[src/rtl/mux_n_stream.sv]
// mux_n_stream: N-channel W-bit stream mux with registered output, fixed-select or round-robin grant.
// Define MUX_N_XFER_CNT_EN to add the 32-bit accepted-word counter port xfer_cnt.
module mux_n_stream #(
    parameter int N  = 4,
    parameter int W  = 32,
    parameter int SW = 2
) (
    input  logic           clk,
    input  logic           rst_n,
    input  logic           mode,
    input  logic [SW-1:0]  sel,
    input  logic [N*W-1:0] in_data,
    input  logic [N-1:0]   in_valid,
    output logic [N-1:0]   in_ready,
    output logic [W-1:0]   out_data,
    output logic           out_valid,
    input  logic           out_ready,
    output logic [SW-1:0]  out_ch
`ifdef MUX_N_XFER_CNT_EN
    ,
    output logic [31:0]    xfer_cnt
`endif
);
    logic [SW-1:0] ptr, rr_gnt, gnt;
    logic [SW:0]   idx;
    logic          free, gnt_ok, sel_ok, load;
    // scan from ptr+N-1 down to ptr so the last hit is the first valid channel at or after ptr
    always_comb begin
        rr_gnt = ptr;
        idx = '0;
        for (int k = N - 1; k >= 0; k--) begin
            idx = {1'b0, ptr} + (SW+1)'(k);
            if (idx >= (SW+1)'(N)) idx = idx - (SW+1)'(N);
            if (in_valid[idx[SW-1:0]]) rr_gnt = idx[SW-1:0];
        end
    end
    always_comb begin
        sel_ok = {1'b0, sel} < (SW+1)'(N);
        gnt    = mode ? rr_gnt : sel;
        gnt_ok = mode ? |in_valid : sel_ok && in_valid[sel];
        free   = !out_valid || out_ready;
        load   = rst_n && free && gnt_ok;
        in_ready = load ? ({{(N-1){1'b0}}, 1'b1} << gnt) : '0;
    end
    always_ff @(posedge clk or negedge rst_n) begin
        if (!rst_n) begin
            out_valid <= 1'b0;
            out_data  <= '0;
            out_ch    <= '0;
            ptr       <= '0;
        end else if (free) begin
            out_valid <= gnt_ok;
            if (gnt_ok) begin
                out_data <= in_data[gnt*W +: W];
                out_ch   <= gnt;
                if (mode) ptr <= (gnt == SW'(N - 1)) ? '0 : gnt + 1'b1;
            end
        end
    end
`ifdef MUX_N_XFER_CNT_EN
    always_ff @(posedge clk or negedge rst_n) begin
        if (!rst_n) xfer_cnt <= '0;
        else if (out_valid && out_ready) xfer_cnt <= xfer_cnt + 32'd1;
    end
`endif
endmodule
[config.mk]
export PLATFORM = sky130hd
export DESIGN_NAME = mux_n_stream
export DESIGN_NICKNAME = d
export VERILOG_FILES = /design/src/rtl/mux_n_stream.sv
export SDC_FILE = /design/constraint.sdc
export NUM_CORES = 1
export LEC_CHECK = 0
export ABC_AREA = 0
export BUFFER_PORTS_ARGS = -buffer_cell sky130_fd_sc_hd__buf_2
export CAP_MARGIN = 40
export CORE_UTILIZATION = 30
export DETAILED_ROUTE_END_ITERATION = 8
export PLACE_DENSITY = 0.63
export SYNTH_ARGS = -nofsm -noshare
export SYNTH_HDL_FRONTEND = slang
export SYNTH_SLANG_ARGS = --single-unit
[constraint.sdc]
create_clock -name clk -period 2.2 [get_ports clk]
set_input_delay 0.33 -clock clk [delete_from_list [all_inputs] [get_ports clk]]
set_output_delay 0.33 -clock clk [all_outputs]
set_load 0.05 [all_outputs]
; ---- Yosys cells after proc, flatten, opt, wreduce, memory -nomap -nowiden
; Index checks and enable logic that the tools add are counted.
[totals]
ff_bits = 37
out_inout_bits = 39
wordCells = 53
[op_classes]
add_sub_neg = 8
order_cmp = 9
n_eq_ne = 1
shifts = 2
n_mux = 22
n_reduce_logical = 7
[ops]
columns = cell, count
row1 = $shiftx 128x8->32, 1
row2 = $mux 2, 10
row3 = $lt 2x3->1 const B, 5
row4 = $bmux 1 s2, 5
row5 = $ge 3x3->1 const B, 3
row6 = $sub 2x1->2 const B, 4
row7 = $add 2x2->3 const B, 2
row8 = $mux 1, 6
row9 = $mux 4, 1
row10 = $reduce_or 4->1, 1
row11 = $shl 1x2->4 const A, 1
row12 = $add 2x1->3 const B, 1
row13 = $ge 2x3->1 const B, 1
row14 = $reduce_and 3->1, 1
row15 = $add 2x1->2 const B, 1
row16 = $eq 2x2->1 const B, 1
row17 = $logic_and 1x1->1, 2
row18 = $reduce_and 2->1, 1
row19 = $logic_not 1->1, 1
row20 = $logic_or 1x1->1, 1

; ---- Longest topological paths before layout
[depth]
word_depth = 12
depth_mapped = 8
ltp_nobuf = 6

; ---- Worst setup path before layout
; Ideal clock, no wire load.
[synth_timing]
path_type = input port to output port
from = input port in_valid[2]
to = output port in_ready[1]
t_arrival_ns = 1.977
required_time_ns = 1.870
slack_ns = -0.107
stages = 7
n_path_buf = 2
cell_sequence = or2_2 a21oi_1 a41o_1 buf_2 buf_2 nand3_1 nor2_1
[synth_between]
elab_chain_cells = 9
[synth_lines]
columns = element, line
row1 = start: declaration, 13  ; input logic [N-1:0] in_valid,
row2 = $bmux 1 s2, 34  ; if (in_valid[idx[SW-1:0]]) rr_gnt = idx[SW-1:0];
row3 = $mux 1 (not written as such), 34
row4 = $mux 2 (4 in series), 34
row5 = $mux 2, 39  ; gnt = mode ? rr_gnt : sel;
row6 = $shl 1x2->4, 43  ; in_ready = load ? ({{(N-1){1'b0}}, 1'b1} << gnt) : '0;
row7 = $mux 4 *, 43
row8 = end: declaration, 14  ; output logic [N-1:0] in_ready,
; Mark *: on every way between the ends. The rest lies on a longest branch, timed or not. The select of a mux whose other input is x is not followed.

; ---- Final worst setup path
[layout_timing]
from = register ptr[1]
to = output port in_ready[0]
[layout_between]
elab_chain_cells = 12
[layout_lines]
columns = element, line
row1 = start: declaration, 24  ; logic [SW-1:0] ptr, rr_gnt, gnt;
row2 = start signal: assignment, 56  ; if (mode) ptr <= (gnt == SW'(N - 1)) ? '0 : gnt + 1'b1;
row3 = $add 2x2->3, 32  ; idx = {1'b0, ptr} + (SW+1)'(k);
row4 = $ge 3x3->1 / $sub 2x1->2 (equally long branches), 33  ; if (idx >= (SW+1)'(N)) idx = idx - (SW+1)'(N);
row5 = $mux 2, 33
row6 = $bmux 1 s2, 34
row7 = $mux 1 (not written as such), 34
row8 = $mux 2 (3 in series), 34
row9 = $mux 2 *, 34
row10 = $mux 2 *, 39
row11 = $shl 1x2->4 *, 43
row12 = $mux 4 *, 43
; Marks and branches as above.

==> results list <==
- Non-Filler Cell Area, Final: 3770 sq um
- Using the TritonRoute via totals, the vias-per-cell ratio works out to 5.12.
- Std-Cell Rows: 34
* Status: finished clean
- The die is 96.4 um wide.
- Largest cells by area after synthesis: dfrtp_1, a211oi_1, and3_1
* Buffer levels on the longest clock path: 2
- Total wirelength of the detailed-routed design: 8020 um
- Data on the critical path is required at its endpoint by 1.87 ns.
- Number of port buffers: 176
- GRT Total Usage: 0.162
- In this run, CTS created clock tree buffers numbering 5.
- Clock-pin slew was measured on the worst setup and hold paths at 0.07 ns.
- Std-Cell Core Area: 8680 sq um
* Sinks on Clock Net: 37
* Average size of a mapped cell: 8.60 sq um
* Remaining number of nets flagged by the antenna check after routing: 0
- Detailed placement finished with a half-perimeter wire length of 6240 um.
- Fraction of registers with async set or reset after synthesis: 1.00
- Initial standard-cell utilization of the core: 0.308
- In the final routed layout, each cell accounts on average for 13.8 um.
* Data arrival time at the worst-slack endpoint: 1.81 ns
- Hold Crit Class: in -> async
* Number of global-route vias before repair: 2,581
- In this run the vertical extent of the chip is 96.4 um.
- Number of hold-repair buffers added at the cts stage: 0
* Timing-limited maximum frequency: 466 MHz
- STA classifies the critical path startpoint as a register.
* Total design power: 3800 uW
- The repair_antennas step left the layout with diodes totalling 0.
* Global-route wire length before repair: 11,900 um
- Of the available clock period, the critical path in the final layout requires 0.975.
- Pin placement for this block handled 177 I/O pins.
- Entering global routing, the biggest net connects 65 pins.
- Number of warnings reported in the yosys synthesis log: 0
* Max-cap violations: 0
* FF+latch count, synth: 37
- In the final design database the tool counted 612 nets.
- In the final layout, the share of cells above drive strength 1 is 0.451.
- The clock reaches the later pin of the worst-skew pair after 0.28 ns.
- Setup repair after global routing missed its margin: true
* Layout Skew: 0.00330 ns
- Root Buffer: clkbuf_8
- Post-route worst setup slack: 0.0552 ns
- The H-tree generated during clock tree synthesis spans 2 levels.
* Shortest period the worst path allows: 2.14 ns
- Hold is met by 0.179 ns.
- The floorplan step defined a die boundary enclosing 9300 sq um.
* Synthesized netlist net count: 451
- The max-slew violation count is 0.
* Worst R2R Path Depth: 6
- Tightest slew margin relative to the limit: 0.689
- Worst reg-to-reg setup slack: 0.27 ns
* Post-synthesis instance total: 311
- The number of hold violations in the final report came to 0.
* Sequential element share of the synthesized area: 0.346
- OpenSTA, run right after detailed placement, puts the worst setup slack at 0.0830 ns.
* Least-Margin Pin Slew: 0.467 ns
- Total via count after detailed routing: 2,970
* R2r startpoint: ptr[1]
- Post-synthesis instance area: 2680 sq um
- The worst-case IR drop observed on VDD is 0.400 mV.
* Clock tree from TritonCTS: done
- Number of distinct library cell variants in the gate-level netlist after synthesis: 32
- Final routed DRC violation total: 0
- Worst reg2reg endpoint: out_data[1]
- The worst setup path is captured at an output port.
- Area delta synth->final: 40.8%
- Count of TritonRoute iterations in the first routing pass: 4
* Iteration-0 DRC Markers: 69
- Placed instance area: 3610 sq um
- The worst setup path is of the reg -> out kind.
* EDFF count, synth: 0
- For this run, the leading register cell type out of synthesis is dfrtp_1.
- The share of synthesized area in the top cell type comes to 0.346.
- Power Density: 1010 nW/um^2
- Leak: 0.00197 uW
- For this run the aggregate overflow at the end of global routing stands at 0.
* Most repeated cell in the gate-level netlist after synthesis: and3_1
- Final Wtd Congestion: 0.796
* Largest area contributor in the netlist: dfrtp_1
- Setup violations remaining at the end of the flow were counted as 0.
* Largest fanout of any net on the critical path: 7
* Synth cell count leaders: and3_1, a211oi_1, nand2_1
- The initial antenna violation count is 0.
## how the worst max path moves through the flow
stage,startpoint,end,slack [ns],cells after the start
after CTS,ptr[1],in_ready[2],0.0002,7
after detailed placement,in_valid[2],in_ready[0],0.08,8
after floorplan,in_valid[2],in_ready[1],-0.11,7
after global placement,in_valid[2],in_ready[2],0.13,8
after global routing,ptr[1],in_ready[0],-0.02,7
final,ptr[1],in_ready[0],0.06,7
## what timing repair did
action	4_1_cts	5_1_grt
gates resized for setup	5	9
pin swaps	1	4
setup endpoints to repair	2	2
setup buffers	1	2
## power breakdown
group	leakage (uW)	switching, uW	internal, uW	total (uW)
clock	0.0000443	213	248	462
combinational	0.00148	1590	708	2300
sequential	0.000446	131	915	1050
total	0.00197	1930	1870	3800
## critical path, stage by stage, from the launching register on
cell and delay, ns:
dfrtp_2 0.45, nor2b_1 0.13, o21bai_1 0.07, a41o_1 0.29, inv_2 0.12, ha_1 0.14
and3_1 0.17, buf_6 0.16
## flip-flops by register name (all words and copies together), names as in the netlist
| signal | count |
|---|---|
| out_ch | 2 |
| out_valid | 1 |
| ptr | 2 |
| out_data | 32 |
## logic make-up after synthesis
group / count (synthesis) / synth area share
buffers and inverters: 39 / 0.0809
muxes: 4 / 0.0215
adders and majority gates: 2 / 0.00935
AOI/OAI and AO/OA: 105 / 0.291
DFF: 37 / 0.346
and+or+nand+nor: 124 / 0.251
## final cells by class
| class | instances | area [sq um] |
|---|---|---|
| Multi-Input combinational cell | 235 | 1580 |
| Tap cell | 108 | 135 |
| Sequential cell | 37 | 928 |
| Clock buffer | 7 | 86.3 |
| Inverter | 2 | 7.51 |
| Timing Repair Buffer | 191 | 1030 |
| Fill cell | 917 | 4910 |
## metal layers
metal	vias to the layer above	global-route usage	routed length [um]
met1	1350	0.195	3510
met5	-	0	0
met2	109	0.291	3910
li1	1501	-	-
met3	10	0.0344	494
met4	0	0.0441	102
## through the flow
| stage | TNS [ns] | cells | util |
|---|---|---|---|
| floorplan | -0.214 | 311 | - |
| global placement | 0 | 570 | 0.416 |
| detailed placement | 0 | 570 | 0.416 |
| CTS | 0 | 578 | 0.429 |
| global route | -0.0207 | 580 | 0.434 |
| finish | 0 | 580 | 0.434 |
## cell usage in the layout (no fill, tap or decap), types with 2 or more instances in the layout
cell,n
a211oi_1,64
and3_1,65
buf_12,2
buf_2,174
buf_4,13
clkbuf_8,6
dfrtp_1,35
dfrtp_2,2
inv_2,2
nand2_1,37
nand2b_1,3
nand3_1,2
nor2_1,5
nor2b_1,6
o21ai_0,3
o31ai_1,32
or2_2,2
Power figures use the tool's default switching activity.
